$ cat src/rtl/lcd_pkg.sv
// Shared definitions for the UC1611 parallel-bus arbiter: beat phases,
// controller opcodes and default bus timing.
package lcd_pkg;

    typedef enum logic [1:0] {
        ST_IDLE    = 2'd0,
        ST_SETUP   = 2'd1,
        ST_STROBE  = 2'd2,
        ST_RECOVER = 2'd3
    } lcd_state_e;

    localparam int unsigned DEF_WR_PULSE     = 1;
    localparam int unsigned DEF_WR_RECOVER   = 1;
    localparam int unsigned DEF_STARVE_LIMIT = 16;

    localparam logic [7:0] UC_SYSTEM_RESET = 8'he2;
    localparam logic [7:0] UC_SET_COL_LSB  = 8'h00;
    localparam logic [7:0] UC_SET_COL_MSB  = 8'h10;
    localparam logic [7:0] UC_SET_PAGE     = 8'h60;

    function automatic logic [7:0] uc_page_addr(input logic [3:0] page);
        return UC_SET_PAGE | {4'h0, page};
    endfunction

endpackage

$ cat src/rtl/lcd_strobe_gen.sv
// Beat timer: walks SETUP, STROBE and RECOVER with a down-counter after a
// start pulse and reports done while it is idle and ready for the next beat.
module lcd_strobe_gen
    import lcd_pkg::*;
#(
    parameter int unsigned WR_PULSE   = DEF_WR_PULSE,
    parameter int unsigned WR_RECOVER = DEF_WR_RECOVER
) (
    input  logic clk,
    input  logic reset,
    input  logic start,
    output logic done,
    output logic strobe
);

    localparam logic [3:0] PULSE_LOAD   = 4'(WR_PULSE - 1);
    localparam logic [3:0] RECOVER_LOAD = 4'(WR_RECOVER - 1);

    lcd_state_e state_q, state_d;
    logic [3:0] cnt_q, cnt_d;

    always_comb begin
        state_d = state_q;
        cnt_d   = cnt_q;
        case (state_q)
            ST_IDLE: begin
                if (start) state_d = ST_SETUP;
            end
            ST_SETUP: begin
                state_d = ST_STROBE;
                cnt_d   = PULSE_LOAD;
            end
            ST_STROBE: begin
                if (cnt_q == 4'd0) begin
                    if (WR_RECOVER == 0) begin
                        state_d = ST_IDLE;
                    end else begin
                        state_d = ST_RECOVER;
                        cnt_d   = RECOVER_LOAD;
                    end
                end else begin
                    cnt_d = cnt_q - 4'd1;
                end
            end
            ST_RECOVER: begin
                if (cnt_q == 4'd0) state_d = ST_IDLE;
                else               cnt_d   = cnt_q - 4'd1;
            end
            default: state_d = ST_IDLE;
        endcase
        done   = (state_q == ST_IDLE);
        strobe = (state_q == ST_STROBE);
    end

    always_ff @(posedge clk) begin
        if (!reset) begin
            state_q <= ST_IDLE;
            cnt_q   <= 4'd0;
        end else begin
            state_q <= state_d;
            cnt_q   <= cnt_d;
        end
    end

endmodule

$ cat src/rtl/lcd_bus_arbiter.sv
// Arbitrates pixel and command beats onto the UC1611 write bus; pixels win
// unless a pending command has been passed over STARVE_LIMIT times.
module lcd_bus_arbiter
    import lcd_pkg::*;
#(
    parameter int unsigned WR_PULSE     = DEF_WR_PULSE,
    parameter int unsigned WR_RECOVER   = DEF_WR_RECOVER,
    parameter int unsigned STARVE_LIMIT = DEF_STARVE_LIMIT
) (
    input  logic       clk,
    input  logic       reset,
    input  logic       px_req,
    input  logic       px_cd,
    input  logic [7:0] px_data,
    output logic       px_ack,
    input  logic       cmd_req,
    input  logic       cmd_cd,
    input  logic [7:0] cmd_data,
    output logic       cmd_ack,
    output logic [7:0] lcd_data,
    output logic       lcd_cd,
    output logic       lcd_write,
    output logic       busy
);

    localparam logic [7:0] STARVE_LIM = 8'(STARVE_LIMIT);

    logic       gen_done, gen_strobe, start, grant_px, grant_cmd;
    logic [7:0] starve_q, starve_d;
    logic [7:0] data_q, data_d;
    logic       cd_q, cd_d;
    logic       px_ack_q, px_ack_d, cmd_ack_q, cmd_ack_d;
    logic       write_q, write_d, busy_q, busy_d;

    lcd_strobe_gen #(
        .WR_PULSE  (WR_PULSE),
        .WR_RECOVER(WR_RECOVER)
    ) u_strobe_gen (
        .clk   (clk),
        .reset (reset),
        .start (start),
        .done  (gen_done),
        .strobe(gen_strobe)
    );

    // Every output is a flop loaded from the current phase, so the strobe
    // and busy trail the timer by one cycle while ack/data land with the grant.
    always_comb begin
        grant_cmd = gen_done && cmd_req && (!px_req || (starve_q >= STARVE_LIM));
        grant_px  = gen_done && px_req && !grant_cmd;
        start     = grant_px || grant_cmd;

        starve_d = starve_q;
        if (grant_cmd) begin
            starve_d = 8'd0;
        end else if (grant_px && cmd_req) begin
            if (starve_q != 8'hff) starve_d = starve_q + 8'd1;
        end else if (gen_done && !cmd_req) begin
            starve_d = 8'd0;
        end

        data_d = data_q;
        cd_d   = cd_q;
        if (grant_px) begin
            data_d = px_data;
            cd_d   = px_cd;
        end else if (grant_cmd) begin
            data_d = cmd_data;
            cd_d   = cmd_cd;
        end

        px_ack_d  = grant_px;
        cmd_ack_d = grant_cmd;
        write_d   = gen_strobe;
        busy_d    = !gen_done;
    end

    always_ff @(posedge clk) begin
        if (!reset) begin
            starve_q  <= 8'd0;
            data_q    <= 8'd0;
            cd_q      <= 1'b0;
            px_ack_q  <= 1'b0;
            cmd_ack_q <= 1'b0;
            write_q   <= 1'b0;
            busy_q    <= 1'b0;
        end else begin
            starve_q  <= starve_d;
            data_q    <= data_d;
            cd_q      <= cd_d;
            px_ack_q  <= px_ack_d;
            cmd_ack_q <= cmd_ack_d;
            write_q   <= write_d;
            busy_q    <= busy_d;
        end
    end

    assign px_ack    = px_ack_q;
    assign cmd_ack   = cmd_ack_q;
    assign lcd_data  = data_q;
    assign lcd_cd    = cd_q;
    assign lcd_write = write_q;
    assign busy      = busy_q;

endmodule

$ cat config.mk
export PLATFORM = sky130hd
export DESIGN_NAME = lcd_bus_arbiter
export DESIGN_NICKNAME = d
export VERILOG_FILES = /design/src/rtl/lcd_pkg.sv /design/src/rtl/lcd_strobe_gen.sv /design/src/rtl/lcd_bus_arbiter.sv
export SDC_FILE = /design/constraint.sdc
export NUM_CORES = 1
export LEC_CHECK = 0
export ABC_AREA = 1
export ABC_CLOCK_PERIOD_IN_PS = 2340
export BUFFER_PORTS_ARGS = -buffer_cell sky130_fd_sc_hd__clkbuf_2
export CORE_ASPECT_RATIO = 0.7
export CORE_MARGIN = 4
export CORE_UTILIZATION = 45
export DETAILED_ROUTE_END_ITERATION = 10
export HOLD_SLACK_MARGIN = 0.1
export PLACE_DENSITY_LB_ADDON = 0.05
export SLEW_MARGIN = 20
export SYNTH_ARGS = -nofsm -noshare
export SYNTH_HDL_FRONTEND = slang
export SYNTH_SLANG_ARGS = --single-unit
$ cat constraint.sdc
create_clock -name clk -period 2.34 [get_ports clk]
set_clock_uncertainty 0.2 [all_clocks]
set_input_delay 0.351 -clock clk [delete_from_list [all_inputs] [get_ports clk]]
set_output_delay 0.351 -clock clk [all_outputs]
set_load 0.01 [all_outputs]
Word level (Yosys, flattened, before mapping)

Index checks and enable logic that the tools add are counted.

Bits of input ports: 22
Flip-flop bits (word level): 27
Output and inout bits: 13
Logic and storage cells: 57

Mux-type cells: 14
Bitwise operators: 1
$add $sub $neg: 2
Reductions and logical operators: 21
Equality and inequality tests: 9
Magnitude comparators: 1

Operators with widths:

| cell                                                | count |
|---|---|
| two-way mux 8 bit                                   | 5 |
| case mux 4 bit (3 select lines)                     | 1 |
| adder 8 x 1 -> 8 bit, second input constant         | 1 |
| >= comparator 8 x 5 -> 1 bit, second input constant | 1 |
| two-way mux 4 bit                                   | 2 |
| != test 2 x 1 -> 1 bit, second input constant       | 4 |
| != test 8 bit, second input constant                | 1 |
| case mux 2 bit (4 select lines)                     | 1 |
| logical AND 1 bit                                   | 6 |
| two-way mux 2 bit                                   | 3 |
| == test 2 bit, second input constant                | 2 |
| logical NOT 1 bit                                   | 4 |
| logical NOT 4 bit                                   | 1 |
| AND reduction 2 bit                                 | 2 |
| nonzero test 2 bit                                  | 2 |
| subtractor 4 x 1 -> 4 bit, second input constant    | 1 |
| AND reduction 3 bit                                 | 1 |
| nonzero test 3 bit                                  | 1 |
| == test 2 x 1 -> 1 bit, second input constant       | 1 |
| logical NOT 2 bit                                   | 1 |
| logical OR 1 bit                                    | 2 |
| two-way mux 1 bit                                   | 2 |
| != test 2 bit, second input constant                | 1 |
| OR reduction 2 bit                                  | 1 |
| NOT 1 bit                                           | 1 |

Longest topological paths before layout

Depth after elaboration: 8
Depth in mapped cells: 11

Cells and area by module

From an unflattened synthesis, not the netlist that was laid out.

Cell total of the unflattened synthesis: 197
Area, all modules: 1521.5 um^2

By module, submodules not included:

| module          | cells each | area an instance (um^2) | sequential area each (um^2) | instances |
|---|---|---|---|---|
| lcd_bus_arbiter | 139        | 1092.3                  | 420.4                       | 1 |
| lcd_strobe_gen  | 58         | 429.2                   | 120.1                       | 1 |

Worst setup path after synthesis

Ideal clock, no wire load.

Kind: register to register
Start: register u_strobe_gen.state_q[0]
End: register data_q[6] (netlist: lcd_data[6])
Setup slack: 0.799 ns
Library setup time: 0.109 ns
Arrival: 1.232 ns
Path buffers: 2
Stages on the path, launching flop included: 10
Path through: dfxtp_1 -> inv_1 -> ha_1 -> buf_6 -> o21ai_2 -> inv_2 -> buf_6 -> o21a_1 -> nand2_1 -> inv_1

Word-level cells in the longest chain between the ends: 6
Elaborated cells on any way between the ends: 8

RTL lines:

| item                                                    | RTL line              | text |
|---|---|---|
| from (decl)                                             | lcd_strobe_gen.sv:19  | `lcd_state_e state_q, state_d;` |
| from (signal assigned)                                  | lcd_strobe_gen.sv:60  | `state_q <= state_d;` |
| logical NOT 2 bit (*)                                   | lcd_strobe_gen.sv:51  | `done = (state_q == ST_IDLE);` |
| logical AND 1 bit (2 in a row)                          | lcd_bus_arbiter.sv:49 | `grant_cmd = gen_done && cmd_req && (!px_req \|\| (starve_q >= STARVE_LIM));` |
| logical NOT 1 bit                                       | lcd_bus_arbiter.sv:50 | `grant_px = gen_done && px_req && !grant_cmd;` |
| logical AND 1 bit                                       | lcd_bus_arbiter.sv:50 |  |
| two-way mux 8 bit or nonzero test 2 bit (tied branches) | -                     |  |
| to (signal assigned)                                    | lcd_bus_arbiter.sv:89 | `data_q <= data_d;` |
| to (decl)                                               | lcd_bus_arbiter.sv:30 | `logic [7:0] data_q, data_d;` |

Every way passes the cells marked *; elsewhere a longest branch is shown, timed or not.
A chain may end at the register's enable or synchronous reset.

Final worst setup path

Start: register u_strobe_gen.state_q[1]
End: register data_q[2] (netlist: lcd_data[2])

Same word-level chain as after synthesis.

==> flow_summary.toml <==
[worst_hold_path]
hp-class = "in -> reg"
min_from = "cmd_data[5]"
whs_endpoint = "lcd_data[5]"
min_path_cells = 5

[place]
hpwl_mm = 2.419
numPortBuffers = 34
place_congestion = 0.8351
dp_cells = 265

[clock_network]
clockBufferDepth = 2
cts_root_buffer = "clkbuf_8"
cts_tree = "built"
hold_buffers = 0
cts_sinks = 27
cts_resized = 0
insertion_delay_ps = 270
h-tree-depth = 1
numCtsBuffers = 3
post_cts_buffers = 0
path_clk_slew_ps = 90

[critical_path]
crit_required_ps = 2310
crit_type = "reg -> reg"
crit_chain = "inv_1 -> ha_1 -> nand2_1 -> inv_1 -> nand2_2 -> nand2_2 -> nand2_1 -> nand3_1 -> nand2_1 -> inv_1"
rr_endpoint = "lcd_data[2]"
arrival_ps = 1860
crit_family = "simple AND/OR/NAND/NOR gates"
crit_slowest_cell = "dfxtp_1"
critPathLaunchType = "flop"
reg2reg_setup_slack_ps = 460
r2r_cells = 10
cp_max_fo = 12
slowest_delay_ps = 370
critPathCaptureType = "flop"
worst-path-buf-inv = 3
r2r_start = "u_strobe_gen.state_q[1]"

[synthesis]
yosysTopAreaCellShare_pct = 37.99
netlist_instances = 199
synth_top_family_by_area = "simple AND/OR/NAND/NOR gates"
synthXorXnorAreaFrac_pct = 0.6157
ys_warn_count = 0
muxShareOfSynthArea_pct = 0
syn_nets = 229
synth_top_area_cell = "dfxtp_1"
synth-simple-area-share_pct = 31.75
syn_area_sq_um = 1423
yosysUniqueCellTypes = 21
synth_compound_area_share_pct = 10.55
syn_avg_cell_area_sq_um = 7.149
synth_area_leaders = "dfxtp_1, nand2_1, nand3_1"
synth_seq_cells = 27
yosysSeqAreaShare_pct = 37.99
synth_fa_ha_area_share_pct = 7.036

[outcome]
status = "completed"

[drt]
routed_via_density = 4.896
wl_per_cell_microns = 11.38
drtAntennaViolNets = 0
drt_pass1_iterations = 4
routed-wl-met2_mm = 1.427
via_count = 1317
drc_errors = 0
wl_met1_mm = 1.410
drt-total-wl_mm = 3.060
wl_met3_microns = 195
topRoutingLayerUsed = "met4"
drt_iter0_drc = 51

[timing]
hold_violations = 0
fin_crit_ps = 1884
min_period_over_period_pct = 80.51
slew_viol_final = 0
slew_headroom_pct = 79.04
setup_viol = 0
rsz0062_at_grt = "no"
tns_ps = 0
fmax_ghz = 0.5308
tightest_slew_ps = 314.4

[global_routing]
antenna_found_initial = 0
grt_pass1_wl_mm = 5.202
grt_max_degree = 19
grt_overflow = 0
grt_pass1_vias = 1258
grt.total_usage_pct = 16.47

[floorplanning]
die_h_microns = 55.04
ios = 35
coreArea_sq_um = 2903
design.die.area_sq_um = 4139
start_util_pct = 49.01
die_x_microns = 75.20
rows = 16

[cells_and_area]
area_growth_pct = 15.74
seqCellArea_sq_um = 540.5
fin_cells = 269
nFillCells = 279
final_nets = 264
multi_input_area_sq_um = 710.7
finish.utilization_pct = 56.72
antenna_cells = 0
drive_gt1_share_pct = 20.60

[power]
power_density_nw_per_um2 = 1009
p_leak_nw = 0.8767
irDropWorstVdd_mv = 0.3999

[run]
maxCapViolCount = 0
-- through the flow --
stage               hold WS [ps]  total power, mW  setup WS [ps]  area, sq um
CTS                        156.4            1.680          469.7         1647
global route               170.7            1.841          273.6         1647
floorplan                  244.0            1.245          799.5         1423
finish                     162.0            1.662          456.1         1647
global placement           256.4            1.384          571.9         1600
detailed placement         256.6            1.419          473.2         1600
-- cell usage after synthesis --
library cell and instances:
dfxtp_1 27, nand2_1 44, o21ai_2 1, buf_6 3, nand3_1 32, inv_1 31, nand4_4 1, a21oi_1 10
nor2_2 1, clkbuf_1 1, o21a_1 9, xor2_1 1, inv_2 2, nand3_2 1, nand2_2 2, nand4_1 2
clkinv_2 2, o2111ai_1 1, o21ai_0 3, ha_1 8, nor2_1 17
-- placed cells by master, fill, tap and decap left out, drive strengths merged --
master | Yosys | final
clkbuf | 1 | 37
nand3 | 33 | 33
xor2 | 1 | 1
o21ai | 4 | 4
dfxtp | 27 | 27
nor2 | 18 | 18
nand2 | 46 | 46
a21oi | 10 | 10
inv | 33 | 33
clkinv | 2 | 3
nand4 | 3 | 3
o2111ai | 1 | 1
ha | 8 | 8
o21a | 9 | 9
-- cell families after synthesis --
kind of cell	count (synthesis)
buffers and inverters	39
AOI/OAI and AO/OA	24
DFF	27
adders and majority gates	8
and+or+nand+nor	100
xor gates and xnor gates	1
-- tightest hold or removal path, stage by stage --
cell and delay (ps):
clkbuf_2 70, nand2_1 40, nand3_1 50, nand2_1 50
inv_1 40
-- flip-flops by register name, indices dropped and copies added (netlist names) --
| register | cells |
|---|---|
| lcd_write | 1 |
| busy | 1 |
| u_strobe_gen.state_q | 2 |
| px_ack | 1 |
| lcd_data | 8 |
| starve_q | 8 |
| lcd_cd | 1 |
| u_strobe_gen.cnt_q | 4 |
| cmd_ack | 1 |
-- area by class of cell --
class / count / area share [%]
clock buffers: 3 / 2.508
clock inverters: 1 / 0.3040
inverters: 35 / 8.131
multi-input cells: 133 / 43.16
flip-flops and latches: 27 / 32.83
well taps: 36 / 2.736
repair buffers: 34 / 10.33
-- worst max-delay path by stage --
stage	from	endpoint	slack (ps)	depth (start not counted)
after global placement	u_strobe_gen.state_q[0]	lcd_data[7]	570	10
after global routing	u_strobe_gen.state_q[1]	lcd_data[1]	270	10
after detailed placement	u_strobe_gen.state_q[1]	lcd_data[2]	470	10
after floorplan	u_strobe_gen.state_q[0]	lcd_data[6]	800	9
final	u_strobe_gen.state_q[1]	lcd_data[2]	460	10
after CTS	u_strobe_gen.state_q[1]	lcd_data[2]	470	10
-- power by group --
group	internal [mW]	total [mW]	switching, mW
Sequential	0.574	0.634	0.0602
Combinational	0.278	0.773	0.495
Clock	0.119	0.255	0.136
-- metal layers --
| metal | vias up | global-route usage, % |
|---|---|---|
| met3 | 4 | 5.054 |
| met2 | 38 | 27.60 |
| met1 | 577 | 20.67 |
| met4 | 0 | 4.651 |
| li1 | 698 | - |
| met5 | - | 0 |
(Power assumes the default switching activity.)
